===== src/rtl/audio_pkg.sv =====
// Shared audio definitions for the synthesiser and the codec interface.
// Both the oscillator side and the I2S transmitter pull their default
// widths and the frame length from here so the two stay in step.
package audio_pkg;

    // Default sample width produced by the synth.
    localparam int DATA_W_DEFAULT   = 16;
    // Default number of bit clocks per channel slot.
    localparam int SLOT_W_DEFAULT   = 16;
    // Default number of system clocks per BCLK half-period.
    localparam int BCLK_DIV_DEFAULT = 4;

    // System clocks per stereo frame: two slots, SLOT_W bits each,
    // and every bit lasts 2*BCLK_DIV system clocks.
    localparam int FRAME_CYCLES = 4 * SLOT_W_DEFAULT * BCLK_DIV_DEFAULT;

    // Mono sample as produced by the synth, signed two's complement.
    typedef logic signed [DATA_W_DEFAULT-1:0] sample_t;

endpackage


===== src/rtl/i2s_timing_gen.sv =====
// Bit-clock and bit-position generator for the I2S transmitter.
// Divides the system clock down to BCLK and tracks which bit of the
// stereo frame is on the wire. The strobes describe what the coming
// clock edge will do, so the parent can register its outputs on the
// same edge that moves BCLK low.
module i2s_timing_gen
    import audio_pkg::*;
#(
    parameter int BCLK_DIV = BCLK_DIV_DEFAULT,
    parameter int SLOT_W   = SLOT_W_DEFAULT,
    localparam int FRAME_BITS = 2 * SLOT_W,
    localparam int BIT_W      = $clog2(FRAME_BITS)
) (
    input  logic             i_clk,
    input  logic             i_rst,
    input  logic             i_en,
    output logic             o_bclk,
    output logic             o_fall_stb,
    output logic             o_frame_stb,
    output logic [BIT_W-1:0] o_bit_next
);

    localparam int CNT_W = $clog2(BCLK_DIV);
    localparam logic [CNT_W-1:0] DIV_LAST = CNT_W'(BCLK_DIV - 1);
    localparam logic [BIT_W-1:0] BIT_LAST = BIT_W'(FRAME_BITS - 1);

    logic [CNT_W-1:0] div_cnt_q, div_cnt_d;
    logic             bclk_q, bclk_d;
    logic [BIT_W-1:0] bit_cnt_q, bit_cnt_d;
    logic             fall_d;

    // Next-state for the divider, BCLK and bit position; idle returns
    // everything to the reset values so a re-enable starts a fresh frame.
    always_comb begin
        div_cnt_d = div_cnt_q;
        bclk_d    = bclk_q;
        bit_cnt_d = bit_cnt_q;
        fall_d    = 1'b0;
        if (!i_en) begin
            div_cnt_d = '0;
            bclk_d    = 1'b0;
            bit_cnt_d = BIT_LAST;
        end else if (div_cnt_q == DIV_LAST) begin
            div_cnt_d = '0;
            bclk_d    = ~bclk_q;
            if (bclk_q) begin
                fall_d    = 1'b1;
                bit_cnt_d = (bit_cnt_q == BIT_LAST) ? '0 : bit_cnt_q + 1'b1;
            end
        end else begin
            div_cnt_d = div_cnt_q + 1'b1;
        end
    end

    // Timing state register with asynchronous reset.
    always_ff @(posedge i_clk or posedge i_rst) begin
        if (i_rst) begin
            div_cnt_q <= '0;
            bclk_q    <= 1'b0;
            bit_cnt_q <= BIT_LAST;
        end else begin
            div_cnt_q <= div_cnt_d;
            bclk_q    <= bclk_d;
            bit_cnt_q <= bit_cnt_d;
        end
    end

    assign o_bclk      = bclk_q;
    assign o_fall_stb  = fall_d;
    assign o_bit_next  = bit_cnt_d;
    assign o_frame_stb = fall_d && (bit_cnt_d == '0);

endmodule


===== src/rtl/i2s_dac_tx.sv =====
// I2S master transmitter feeding the codec DAC.
// Latches one mono sample per frame, duplicates it into the left and
// right slots and shifts it out MSB first with the standard one-bit
// delay after LRCK changes. The per-frame tick paces the synth.
module i2s_dac_tx
    import audio_pkg::*;
#(
    parameter int BCLK_DIV = BCLK_DIV_DEFAULT,
    parameter int DATA_W   = DATA_W_DEFAULT,
    parameter int SLOT_W   = SLOT_W_DEFAULT
) (
    input  logic                     i_clk,
    input  logic                     i_rst,
    input  logic                     i_en,
    input  logic signed [DATA_W-1:0] i_audio,
    output logic                     o_bclk,
    output logic                     o_lrck,
    output logic                     o_dacdat,
    output logic                     o_sample_tick
);

    localparam int FRAME_BITS = 2 * SLOT_W;
    localparam int BIT_W      = $clog2(FRAME_BITS);
    localparam int PAD_W      = SLOT_W - DATA_W;

    logic             fall_stb;
    logic             frame_stb;
    logic [BIT_W-1:0] bit_next;

    logic [DATA_W-1:0]     sample_q, sample_d;
    logic                  lrck_q, lrck_d;
    logic                  dacdat_q, dacdat_d;
    logic                  tick_q, tick_d;
    logic [SLOT_W-1:0]     slot_word;
    logic [FRAME_BITS-1:0] frame_word;
    logic [BIT_W-1:0]      word_idx;

    i2s_timing_gen #(
        .BCLK_DIV (BCLK_DIV),
        .SLOT_W   (SLOT_W)
    ) u_timing (
        .i_clk       (i_clk),
        .i_rst       (i_rst),
        .i_en        (i_en),
        .o_bclk      (o_bclk),
        .o_fall_stb  (fall_stb),
        .o_frame_stb (frame_stb),
        .o_bit_next  (bit_next)
    );

    // Build the frame word from the latched sample and pick the bit for
    // the coming position; bit 0 of the frame lands in the next frame's
    // first position, which is what gives the one-bit delay.
    always_comb begin
        slot_word  = SLOT_W'(sample_q) << PAD_W;
        frame_word = {slot_word, slot_word};
        word_idx   = '0;
        if (bit_next != '0) begin
            word_idx = BIT_W'(FRAME_BITS - int'(bit_next));
        end
    end

    // Next-state for the word select, serial data, sample latch and tick.
    always_comb begin
        sample_d = sample_q;
        lrck_d   = lrck_q;
        dacdat_d = dacdat_q;
        tick_d   = 1'b0;
        if (!i_en) begin
            sample_d = '0;
            lrck_d   = 1'b0;
            dacdat_d = 1'b0;
        end else begin
            tick_d = frame_stb;
            if (fall_stb) begin
                lrck_d   = (bit_next >= BIT_W'(SLOT_W));
                dacdat_d = frame_word[word_idx];
            end
            if (frame_stb) begin
                sample_d = i_audio;
            end
        end
    end

    // Output and sample registers with asynchronous reset.
    always_ff @(posedge i_clk or posedge i_rst) begin
        if (i_rst) begin
            sample_q <= '0;
            lrck_q   <= 1'b0;
            dacdat_q <= 1'b0;
            tick_q   <= 1'b0;
        end else begin
            sample_q <= sample_d;
            lrck_q   <= lrck_d;
            dacdat_q <= dacdat_d;
            tick_q   <= tick_d;
        end
    end

    assign o_lrck        = lrck_q;
    assign o_dacdat      = dacdat_q;
    assign o_sample_tick = tick_q;

endmodule


===== config.mk =====
export PLATFORM = sky130hd
export DESIGN_NAME = i2s_dac_tx
export DESIGN_NICKNAME = d
export VERILOG_FILES = /design/src/rtl/audio_pkg.sv /design/src/rtl/i2s_timing_gen.sv /design/src/rtl/i2s_dac_tx.sv
export SDC_FILE = /design/constraint.sdc
export NUM_CORES = 1
export LEC_CHECK = 0
export ABC_AREA = 1
export CORE_ASPECT_RATIO = 0.8
export CORE_UTILIZATION = 39
export CTS_CLUSTER_SIZE = 16
export DETAILED_ROUTE_END_ITERATION = 12
export DONT_BUFFER_PORTS = 1
export PLACE_DENSITY_LB_ADDON = 0.12
export SLEW_MARGIN = 5
export SYNTH_ARGS = -nofsm -noshare
export SYNTH_HDL_FRONTEND = slang
export SYNTH_SLANG_ARGS = --single-unit

===== constraint.sdc =====
create_clock -name i_clk -period 2.7 [get_ports i_clk]
set_input_delay 0.27 -clock i_clk [delete_from_list [all_inputs] [get_ports i_clk]]
set_output_delay 0.27 -clock i_clk [all_outputs]
set_load 0.05 [all_outputs]

[Word-level counts from Yosys, hierarchy flattened]
Cells that the tools add are included.
Operators by class
  $add $sub $neg: 3
  magnitude comparators: 2
  equality and inequality tests: 5
  mux-type cells: 21
  bitwise gates (word level): 1
  reduce and logical (&&, ||, !) cells: 3
Operators by type and width (number)
  16-bit two-way mux: 2
  5-bit two-way mux: 5
  1-bit two-way mux: 11
  5-bit by 6-bit < comparator with 1-bit output (second input constant): 1
  2-bit by 1-bit != test with 1-bit output (second input constant): 3
  5-bit by 1-bit adder with 5-bit output (second input constant): 1
  1-bit binary-select mux with 5-bit select: 1
  5-bit == test (second input constant): 1
  5-bit >= comparator (second input constant): 1
  5-bit logical NOT: 1
  5-bit nonzero test: 1
  1-bit by 5-bit subtractor with 5-bit output (first input constant): 1
  2-bit two-way mux: 2
  2-bit by 1-bit adder with 2-bit output (second input constant): 1
  2-bit == test (second input constant): 1
  1-bit logical AND: 1
  1-bit inverter: 1
Word-level totals
  bits in registers: 27
  input bits: 19
  output and inout port bits: 4
  word-level logic and storage cells: 42

[Longest topological paths before layout]
Gate-level depths: netlist of run 1.
  depth after elaboration: 11
  mapped depth: 18

[Hierarchy]
Synthesis of run 1 repeated with hierarchy kept, for this count alone.
Unflattened totals
  cells, all modules: 200
  area total of the unflattened synthesis: 1486.4 µm²
Modules (own cells, without submodules)
  i2s_dac_tx: times used 1, cells an instance 138, area an instance 1011.0 µm²
  i2s_timing_gen: times used 1, cells an instance 62, area an instance 475.5 µm²

[Least setup slack after synthesis of run 1]
Ideal clock, no wire load.
  path type: register to register
  start: reg u_timing.bclk_q, in the netlist u_timing.o_bclk
  end: reg sample_q[5]
  arrival time: 2.222 ns
  path slack: 0.360 ns
  stages on the path, launching flop included: 17
  buffers on the path: 1
  period minus slack after synthesis: 2.340 ns
  cells stage by stage: dfrtp_1 nand2_4 clkinv_4 nand2_2 inv_2 nand2_2 o21a_4 inv_4 ha_1 nand3_2 clkinv_1 nand2_4 nor2_8 inv_2 buf_6 nand3_1 nand2_1
On the way
  cells in the longest elaborated chain, start to end: 6
  elaborated cells on any way between the ends: 9
Ends and longest elaborated chain
  from (decl): RTL line i2s_timing_gen.sv:28  | logic bclk_q, bclk_d;
  from (signal assigned): RTL line i2s_timing_gen.sv:63  | bclk_q <= bclk_d;
  5-bit two-way mux: RTL line i2s_timing_gen.sv:46  | if (bclk_q) begin
  5-bit two-way mux: RTL line i2s_timing_gen.sv:43  | end else if (div_cnt_q == DIV_LAST) begin
  5-bit two-way mux: RTL line i2s_timing_gen.sv:39  | if (!i_en) begin
  net bit_next[0]: RTL line i2s_dac_tx.sv:28  | logic [BIT_W-1:0] bit_next;
  5-bit logical NOT: RTL line i2s_timing_gen.sv:71  | assign o_frame_stb = fall_d && (bit_cnt_d == '0);
  1-bit logical AND: RTL line i2s_timing_gen.sv:71
  2-bit by 1-bit != test with 1-bit output (no source line)
  to (signal assigned): RTL line i2s_dac_tx.sv:93  | sample_q <= sample_d;
  to (decl): RTL line i2s_dac_tx.sv:30  | logic [DATA_W-1:0] sample_q, sample_d;
The timed path passes the listed nets, and every way through them passes these cells.
A chain may end at the register's enable or synchronous reset.

[Final worst setup path of run 1]
  start: reg u_timing.div_cnt_q[0]
  end: reg dacdat_q, in the netlist o_dacdat
On the way
  cells in the longest elaborated chain, start to end: 9
  elaborated cells on any way between the ends: 13
Ends and longest elaborated chain
  from (decl): RTL line i2s_timing_gen.sv:27  | logic [CNT_W-1:0] div_cnt_q, div_cnt_d;
  from (signal assigned): RTL line i2s_timing_gen.sv:62  | div_cnt_q <= div_cnt_d;
  2-bit == test *: RTL line i2s_timing_gen.sv:43
  5-bit two-way mux *: RTL line i2s_timing_gen.sv:43
  5-bit two-way mux *: RTL line i2s_timing_gen.sv:39
  net bit_next[0]: RTL line i2s_dac_tx.sv:28
  1-bit by 5-bit subtractor with 5-bit output / 5-bit nonzero test (equally long branches): RTL line i2s_dac_tx.sv:59, i2s_dac_tx.sv:58
  5-bit two-way mux *: RTL line i2s_dac_tx.sv:58  | if (bit_next != '0) begin
  1-bit binary-select mux with 5-bit select *: RTL line i2s_dac_tx.sv:77  | dacdat_d = frame_word[word_idx];
  1-bit two-way mux (not written as such) *: RTL line i2s_dac_tx.sv:77
  1-bit two-way mux *: RTL line i2s_dac_tx.sv:75  | if (fall_stb) begin
  1-bit two-way mux *: RTL line i2s_dac_tx.sv:69  | if (!i_en) begin
  to (signal assigned): RTL line i2s_dac_tx.sv:95  | dacdat_q <= dacdat_d;
  to (decl): RTL line i2s_dac_tx.sv:32  | logic dacdat_q, dacdat_d;
Mark *: on every way through the listed nets, which the timed path passes. The rest lies on a longest branch. The select of a mux whose other input is x is not followed.

==> results by group, run 1 <==
Run
  – # Max-Cap Violations: 0

Synthesis
  – Synth warn: 0
  – Cells after Synth: 173
  – Yosys top cell by area: dfrtp_1
  – Syn avg cell area: 8.40 sq um
  – Mapped Area: 1450 sq um
  – Synth cell types: 28
  – Synth top area cells: dfrtp_1 (38%), nand2_1 (14%), nand3_1 (14%)
  – #FFs+latches synth: 27
  – Synth top area share: 0.379
  – Post-Syn Nets: 196
  – Sequential share of the synthesized area: 0.469

Clock tree
  – Clock sinks: 27
  – Clock Root Buffer: clkbuf_8
  – H-tree depth: 1
  – CTS Buf Count: 3
  – Total setup buffers inserted after CTS: 0
  – Clk pin slew, worst setup/hold paths: 0.09 ns
  – TritonCTS clock tree: yes
  – Clk_lat worst skew: 0.27 ns
  – Hold-fix buffers, CTS: 0
  – Clock Path Buffers: 2

Die
  – Die Y: 56.6 um
  – DIE AREA: 3970 sq um
  – IO Count: 23
  – Initial Util: 0.416
  – # rows: 19
  – Die Wd: 70.2 um
  – Core area: 3490 sq um

Timing
  – Fin crit share: 0.948
  – Slew Viols, Final: 0
  – Hold Worst Slack: 0.0619 ns
  – Final Hold Viols: 0
  – F_max: 391 MHz
  – Clock Skews: 0.00728 ns
  – Measured slew at the worst slew-check pin: 0.963 ns
  – Post-route minimum period: 2.56 ns
  – Setup Viol. Count Final: 0
  – RSZ-0062 raised after global routing: true
  – Worst rel slew slack: 0.357
  – Final Worst Setup Slack: 0.141 ns

Finish
  – Core Util, Final: 0.443
  – Share of layout cells above drive strength 1: 0.184
  – Area Overhead vs Synth: 6.46%
  – Diodes inserted: 0
  – Fill cells: 369
  – Nets: 198
  – Multi-input gate area: 684 sq um
  – Storage element area: 682 sq um

Global route
  – First-pass GRT wire length: 4.97 mm
  – Grt ovf: 0
  – Total GRT Usage: 0.159
  – Vias in the first global route: 1050
  – Largest net degree at the start of global routing: 28
  – Initial antenna violation count: 0

Drt
  – Vias per cell: 5.09
  – DRT iter0 DRCs: 51
  – WL/cell: 13.3 um
  – TritonRoute pass-1 iters: 4
  – Total wire length: 2.87 mm
  – Routed via count: 1099
  – Drt drc: 0
  – Antenna Nets Post-Route: 0

Pwr
  – Switch share: 0.219
  – Power share of the combinational group: 0.054
  – Reg power frac: 0.617
  – Pwr dens: 434 nW/um^2
  – Cell leakage power: 0.000853 uW
  – Clock Power Share: 0.329
  – Max VDD drop: 294 uV
  – Pint: 524 uW
  – P_sw: 147 uW

Worst setup path
  – CP Capture Type: flip-flop
  – CP Class: reg -> reg
  – CP Data Arrival Time: 2.73 ns
  – WP data required: 2.87 ns
  – Worst Setup Start Kind: flip-flop
  – Crit path max fanout: 7

Run status
  – Outcome: finished, final reports clean

Worst hold path
  – Min-Delay Path Class: in -> reg

Place
  – Pre-CTS setup slack: 0.112 ns
  – Hpwl dp: 2.13 mm
  – IO buf count: 0
  – Placer Congestion: 0.894
[final cells by class]
cell class	instances	area share
Timing Repair Buffer	2	0.00971
Multi-Input combinational cell	126	0.443
Sequential cell	27	0.441
Tap cell	42	0.0340
Clock inverter	1	0.00324
Clock buffer	3	0.0267
Inverter	15	0.0429
[Yosys cell counts]
cell type  instances
nand2_1           56
nand3_1           40
dfrtp_1           22
inv_1              9
nor2_1             6
dfstp_2            5
ha_1               4
nand2_2            4
nand3_2            4
inv_2              3
buf_2              2
nand2_4            2
buf_1              1
buf_6              1
clkbuf_1           1
clkinv_1           1
clkinv_4           1
inv_4              1
nand3b_1           1
nor2_2             1
nor2_8             1
nor3b_1            1
o21a_4             1
o21ai_4            1
o21bai_1           1
o22ai_1            1
o22ai_2            1
xnor2_1            1
[registers in the layout, summed over array words and instances (netlist names)]
register,count
o_dacdat,1
o_lrck,1
o_sample_tick,1
sample_q,16
u_timing.bit_cnt_q,5
u_timing.div_cnt_q,2
u_timing.o_bclk,1
[metrics by stage]
| step | power (uW) | setup TNS (ns) | instances | area, sq um |
|---|---|---|---|---|
| after floorplan | 455 | 0 | 173 | 1450 |
| after global placement | 458 | 0 | 212 | 1490 |
| after detailed placement | 458 | 0 | 212 | 1490 |
| after CTS | 682 | 0 | 216 | 1540 |
| after global routing | 708 | -0.0175 | 216 | 1550 |
| final | 671 | 0 | 216 | 1550 |
[placed cells by master (no fill, tap or decap), types with 3 or more instances in the layout]
cell type,n
clkbuf_8,3
dfrtp_1,22
dfstp_2,5
ha_1,4
inv_1,9
nand2_1,56
nand2_2,4
nand3_1,40
nand3_2,4
nor2_1,6
[cell families (layout without fill, tap and decap cells)]
group | count (synthesis) | count (layout) | share of synthesized area
and+or+nand+nor | 116 | 116 | 0.387
adders and majority gates | 4 | 4 | 0.0345
AOI/OAI and AO/OA | 5 | 5 | 0.0396
xor gates and xnor gates | 1 | 1 | 0.00603
buffers and inverters | 20 | 21 | 0.0637
DFF | 27 | 27 | 0.469
[routing by layer]
metal / vias to the layer above / global-route usage / routed length [um]
met1: 507 / 0.228 / 1440
met5: - / 0 / 0
li1: 567 / - / -
met3: 2 / 0.0485 / 154
met2: 23 / 0.235 / 1260
met4: 0 / 0.0343 / 23
[worst max-delay path: stages, from the launching register on]
cell and delay [ns]:
dfrtp_1 0.39, ha_1 0.27, nand2_4 0.17, nand2_1 0.17, o21a_4 0.28, inv_4 0.07
ha_1 0.18, nand3_2 0.15, nor2_1 0.23, nor2_2 0.09, nand2_1 0.06, nand3_1 0.08
nand3_1 0.09, nand3b_1 0.09, nand3_1 0.08, nand2_1 0.05
[repair_timing]
item | 4_1_cts | 5_1_grt
endpoints found under the setup margin | 0 | 17
hold endpoints to repair | 0 | 0
gates resized for setup | 0 | 3
[power groups by stage]
stage,Combinational [uW],Sequential (uW),Clock [uW]
after floorplan,30.2,425,0
after global placement,36.4,422,0
after detailed placement,36.6,422,0
after CTS,36.8,414,231
after global routing,41.2,415,251
final,36.0,414,221
[path summary, 6_finish.rpt]
path	from	to	slack (ns)	cells past startpoint
setup / recovery	u_timing.div_cnt_q[0]$_DFF_PP0_	o_dacdat$_DFFE_PP0P_	0.14	15
hold / removal	i_en	u_timing.bit_cnt_q[2]$_DFF_PP1_	0.06	1
setup reg to reg	u_timing.div_cnt_q[0]$_DFF_PP0_	o_dacdat$_DFFE_PP0P_	0.14	15
hold reg to reg	u_timing.div_cnt_q[0]$_DFF_PP0_	u_timing.div_cnt_q[0]$_DFF_PP0_	0.45	1
max in group asynchronous	i_rst	sample_q[15]$_DFFE_PP0P_	2.01	1
min in group asynchronous	i_rst	u_timing.o_bclk$_DFFE_PP0P_	0.10	1
No activity file was read; power rests on OpenSTA's default activity.
==> run 2: changes to the inputs <==
- CORE_UTILIZATION: 39 -> 30
==> run 2 against run 1 <==
Effect of this change: combinational power increased by 2%; cell count increased by 8.8%; sequential cell count unchanged; non-clock buffer count increased by 1; worst setup slack improved by 0.068 ns; sequential power about the same; sequential share of layout area decreased by 0.60 points; die area increased by 29%; first-iteration DRC count decreased by 37%; routed wire length increased by 4.8%; global-route usage decreased by 2.9 points; critical endpoint unchanged; largest cell class is now registers.
==> results by group, run 2 (synthesis gave the netlist of run 1 again) <==
Drt
  – Vias per cell: 4.80 (-5.7%)
  – Antenna Nets Post-Route: 0 (unchanged)
  – Drt drc: 0 (unchanged)
  – Top layer in use: met4
  – Met3 WL: 102 um (-34%)
  – TritonRoute pass-1 iters: 4 (unchanged)
  – WL met1: 1.36 mm (-5.1%)
  – Total wire length: 3.01 mm (+4.8%)
  – WL/cell: 12.8 um (-3.7%)
  – DRT iter0 DRCs: 32 (-37%)
  – Met2 routed WL: 1.53 mm (+21%)
  – Routed via count: 1127 (+2.5%)

Timing
  – Measured slew at the worst slew-check pin: 1.02 ns (+0.0560 ns)
  – RSZ-0062 raised after global routing: false
  – Post-route minimum period: 2.49 ns (-0.0683 ns)
  – Setup TNS: 0 ns (unchanged)
  – Worst rel slew slack: 0.320 (-0.0374)
  – Fin crit share: 0.922 (-0.0253)
  – Clock Skews: 0.00331 ns (-0.00397 ns)
  – Final Worst Setup Slack: 0.209 ns (+0.0683 ns)
  – Final Hold Viols: 0 (unchanged)
  – Hold Worst Slack: 0.0564 ns (-0.00548 ns)
  – Slew Viols, Final: 0 (unchanged)
  – Setup Viol. Count Final: 0 (unchanged)
  – F_max: 402 MHz (+2.7%)

Clock tree
  – Hold-fix buffers, CTS: 0 (unchanged)
  – CTS Buf Count: 3 (unchanged)
  – Clk pin slew, worst setup/hold paths: 0.09 ns (about the same)
  – Clk_lat worst skew: 0.27 ns (about the same)
  – H-tree depth: 1 (unchanged)
  – Clock sinks: 27 (unchanged)
  – Post-CTS resize count: 0 (unchanged)
  – Clock Path Buffers: 2 (unchanged)
  – Total setup buffers inserted after CTS: 0 (unchanged)
  – Clock Root Buffer: clkbuf_8
  – TritonCTS clock tree: yes

Place
  – Pre-CTS setup slack: 0.223 ns (+0.110 ns)
  – IO buf count: 0 (unchanged)
  – Hpwl dp: 2.25 mm (+5.5%)
  – Placer Congestion: 0.881 (-1.5%)

Worst setup path
  – Family with the most delay on the worst path: simple AND/OR/NAND/NOR gates
  – CP Data Arrival Time: 2.70 ns (-0.03 ns)
  – CP Capture Type: flip-flop
  – Worst Setup Start Kind: flip-flop
  – CP max stage cell: dfrtp_1
  – CP Class: reg -> reg
  – CP dominant cell by count: nand3_1
  – WP data required: 2.91 ns (+0.04 ns)
  – FF-to-FF End: o_dacdat$_DFFE_PP0P_
  – Worst R2R Start: u_timing.div_cnt_q[0]$_DFF_PP0_
  – Critical Path Max Stage Delay: 0.40 ns (about the same)
  – R2R setup slack: 0.21 ns (+0.07 ns)
  – CP Cell Sequence: ha_1 -> nand2_4 -> clkinv_4 -> nand2_2 -> inv_2 -> nand2_2 -> o21a_4 -> inv_4 -> ha_1 -> nand3_2 -> clkinv_1 -> nand2_4 -> nand3_1 -> nand3_1 -> nand3_1 -> nand3b_1 -> nand3_1 -> nand2_1
  – CP Depth: 18 (+3)
  – Reg2Reg Depth: 18 (+3)
  – Crit path max fanout: 7 (unchanged)
  – CP bufs+invs: 4 (+3)

Worst hold path
  – Min-Delay Path Class: in -> reg
  – Hold EP: u_timing.bit_cnt_q[2]$_DFF_PP1_
  – Hold path startpoint: i_en
  – Hold path cells: 1 (unchanged)

Finish
  – Nets: 199 (+0.51%)
  – Share of layout cells above drive strength 1: 0.183 (-0.00105)
  – Most common cell after layout, fill and taps aside: nand2_1
  – Area Overhead vs Synth: 7.92%
  – Reg with most FFs: sample_q
  – Max reg flops: 16 (unchanged)
  – Biggest registers after layout: sample_q (16), u_timing.bit_cnt_q (5), u_timing.div_cnt_q (2)
  – Diodes inserted: 0 (unchanged)
  – Commonest cells after routing, fill and taps aside: nand2_1 (56), nand3_1 (40), dfrtp_1 (22), inv_1 (9), nor2_1 (6)

Run status
  – Outcome: finished, final reports clean

Pwr
  – Cell leakage power: 0.000855 uW (+0.21%)
  – Power share of the combinational group: 0.054 (about the same)
  – Reg power frac: 0.608 (-0.009)
  – P_sw: 156 uW (+6.3%)
  – Max VDD drop: 275 uV (-6.4%)
  – Switch share: 0.229 (+0.0104)
  – Clock Power Share: 0.338 (+0.009)
  – Pwr dens: 435 nW/um^2 (about the same)
  – Pint: 525 uW (about the same)

Global route
  – First-pass GRT wire length: 5.24 mm (+5.4%)
  – Total GRT Usage: 0.130 (-0.0285)
  – Largest net degree at the start of global routing: 28 (unchanged)
  – Grt ovf: 0 (unchanged)
  – Vias in the first global route: 1175 (+12%)
  – Initial antenna violation count: 0 (unchanged)

Die
  – DIE AREA: 5130 sq um (+29%)
  – Die Y: 64.2 um (+14%)
  – Initial Util: 0.314 (-0.102)
  – IO Count: 23 (unchanged)
  – Die Wd: 79.8 um (+14%)
  – # rows: 22 (+3)
  – Core area: 4620 sq um (+32%)

Run
  – # Max-Cap Violations: 0 (unchanged)
run 2: changes by cell type in the layout (fill, tap and decap cells not counted), sizes merged:
cell	change
buf	+1
run 2: how the worst max path moves through the flow:
stage	from	end
6_report	u_timing.div_cnt_q[0]$_DFF_PP0_	o_dacdat$_DFFE_PP0P_
3_3_place_gp	u_timing.div_cnt_q[0]$_DFF_PP0_	o_dacdat$_DFFE_PP0P_
5_1_grt	u_timing.div_cnt_q[0]$_DFF_PP0_	o_dacdat$_DFFE_PP0P_
2_1_floorplan	u_timing.o_bclk$_DFFE_PP0P_	sample_q[5]$_DFFE_PP0P_
3_5_place_dp	u_timing.div_cnt_q[0]$_DFF_PP0_	o_dacdat$_DFFE_PP0P_
4_1_cts	u_timing.div_cnt_q[0]$_DFF_PP0_	o_dacdat$_DFFE_PP0P_
run 2: power by group through the flow:
stage               clock network [uW]  registers (uW)  logic, uW
floorplan                            0             425       30.2
global placement                     0             422       37.2
detailed placement                   0             422       37.8
CTS                                242             414       38.0
global route                       259             415       42.4
finish                             230             414       36.8
run 2: routing by layer:
layer  vias up  GRT usage
li1        564          -
met4         0     0.0201
met3         2     0.0357
met5         -          0
met2        15      0.235
met1       546      0.156
run 2: final cells by class:
cell class	instances	area (sq um)
fillers	508	3060
flip-flops and latches	27	682
multi-input cells	126	678
well taps	60	75.1
inverters	15	63.8
clock buffers	3	41.3
repair buffers	3	22.5
clock inverters	1	5.00
run 2: metrics by stage:
step,power (uW),util,cell area [sq um],std cells
after floorplan,455,-,1450,173
after global placement,459,0.329,1520,231
after detailed placement,459,0.329,1520,231
after CTS,694,0.339,1570,235
after global routing,716,0.339,1570,235
final,681,0.339,1570,235
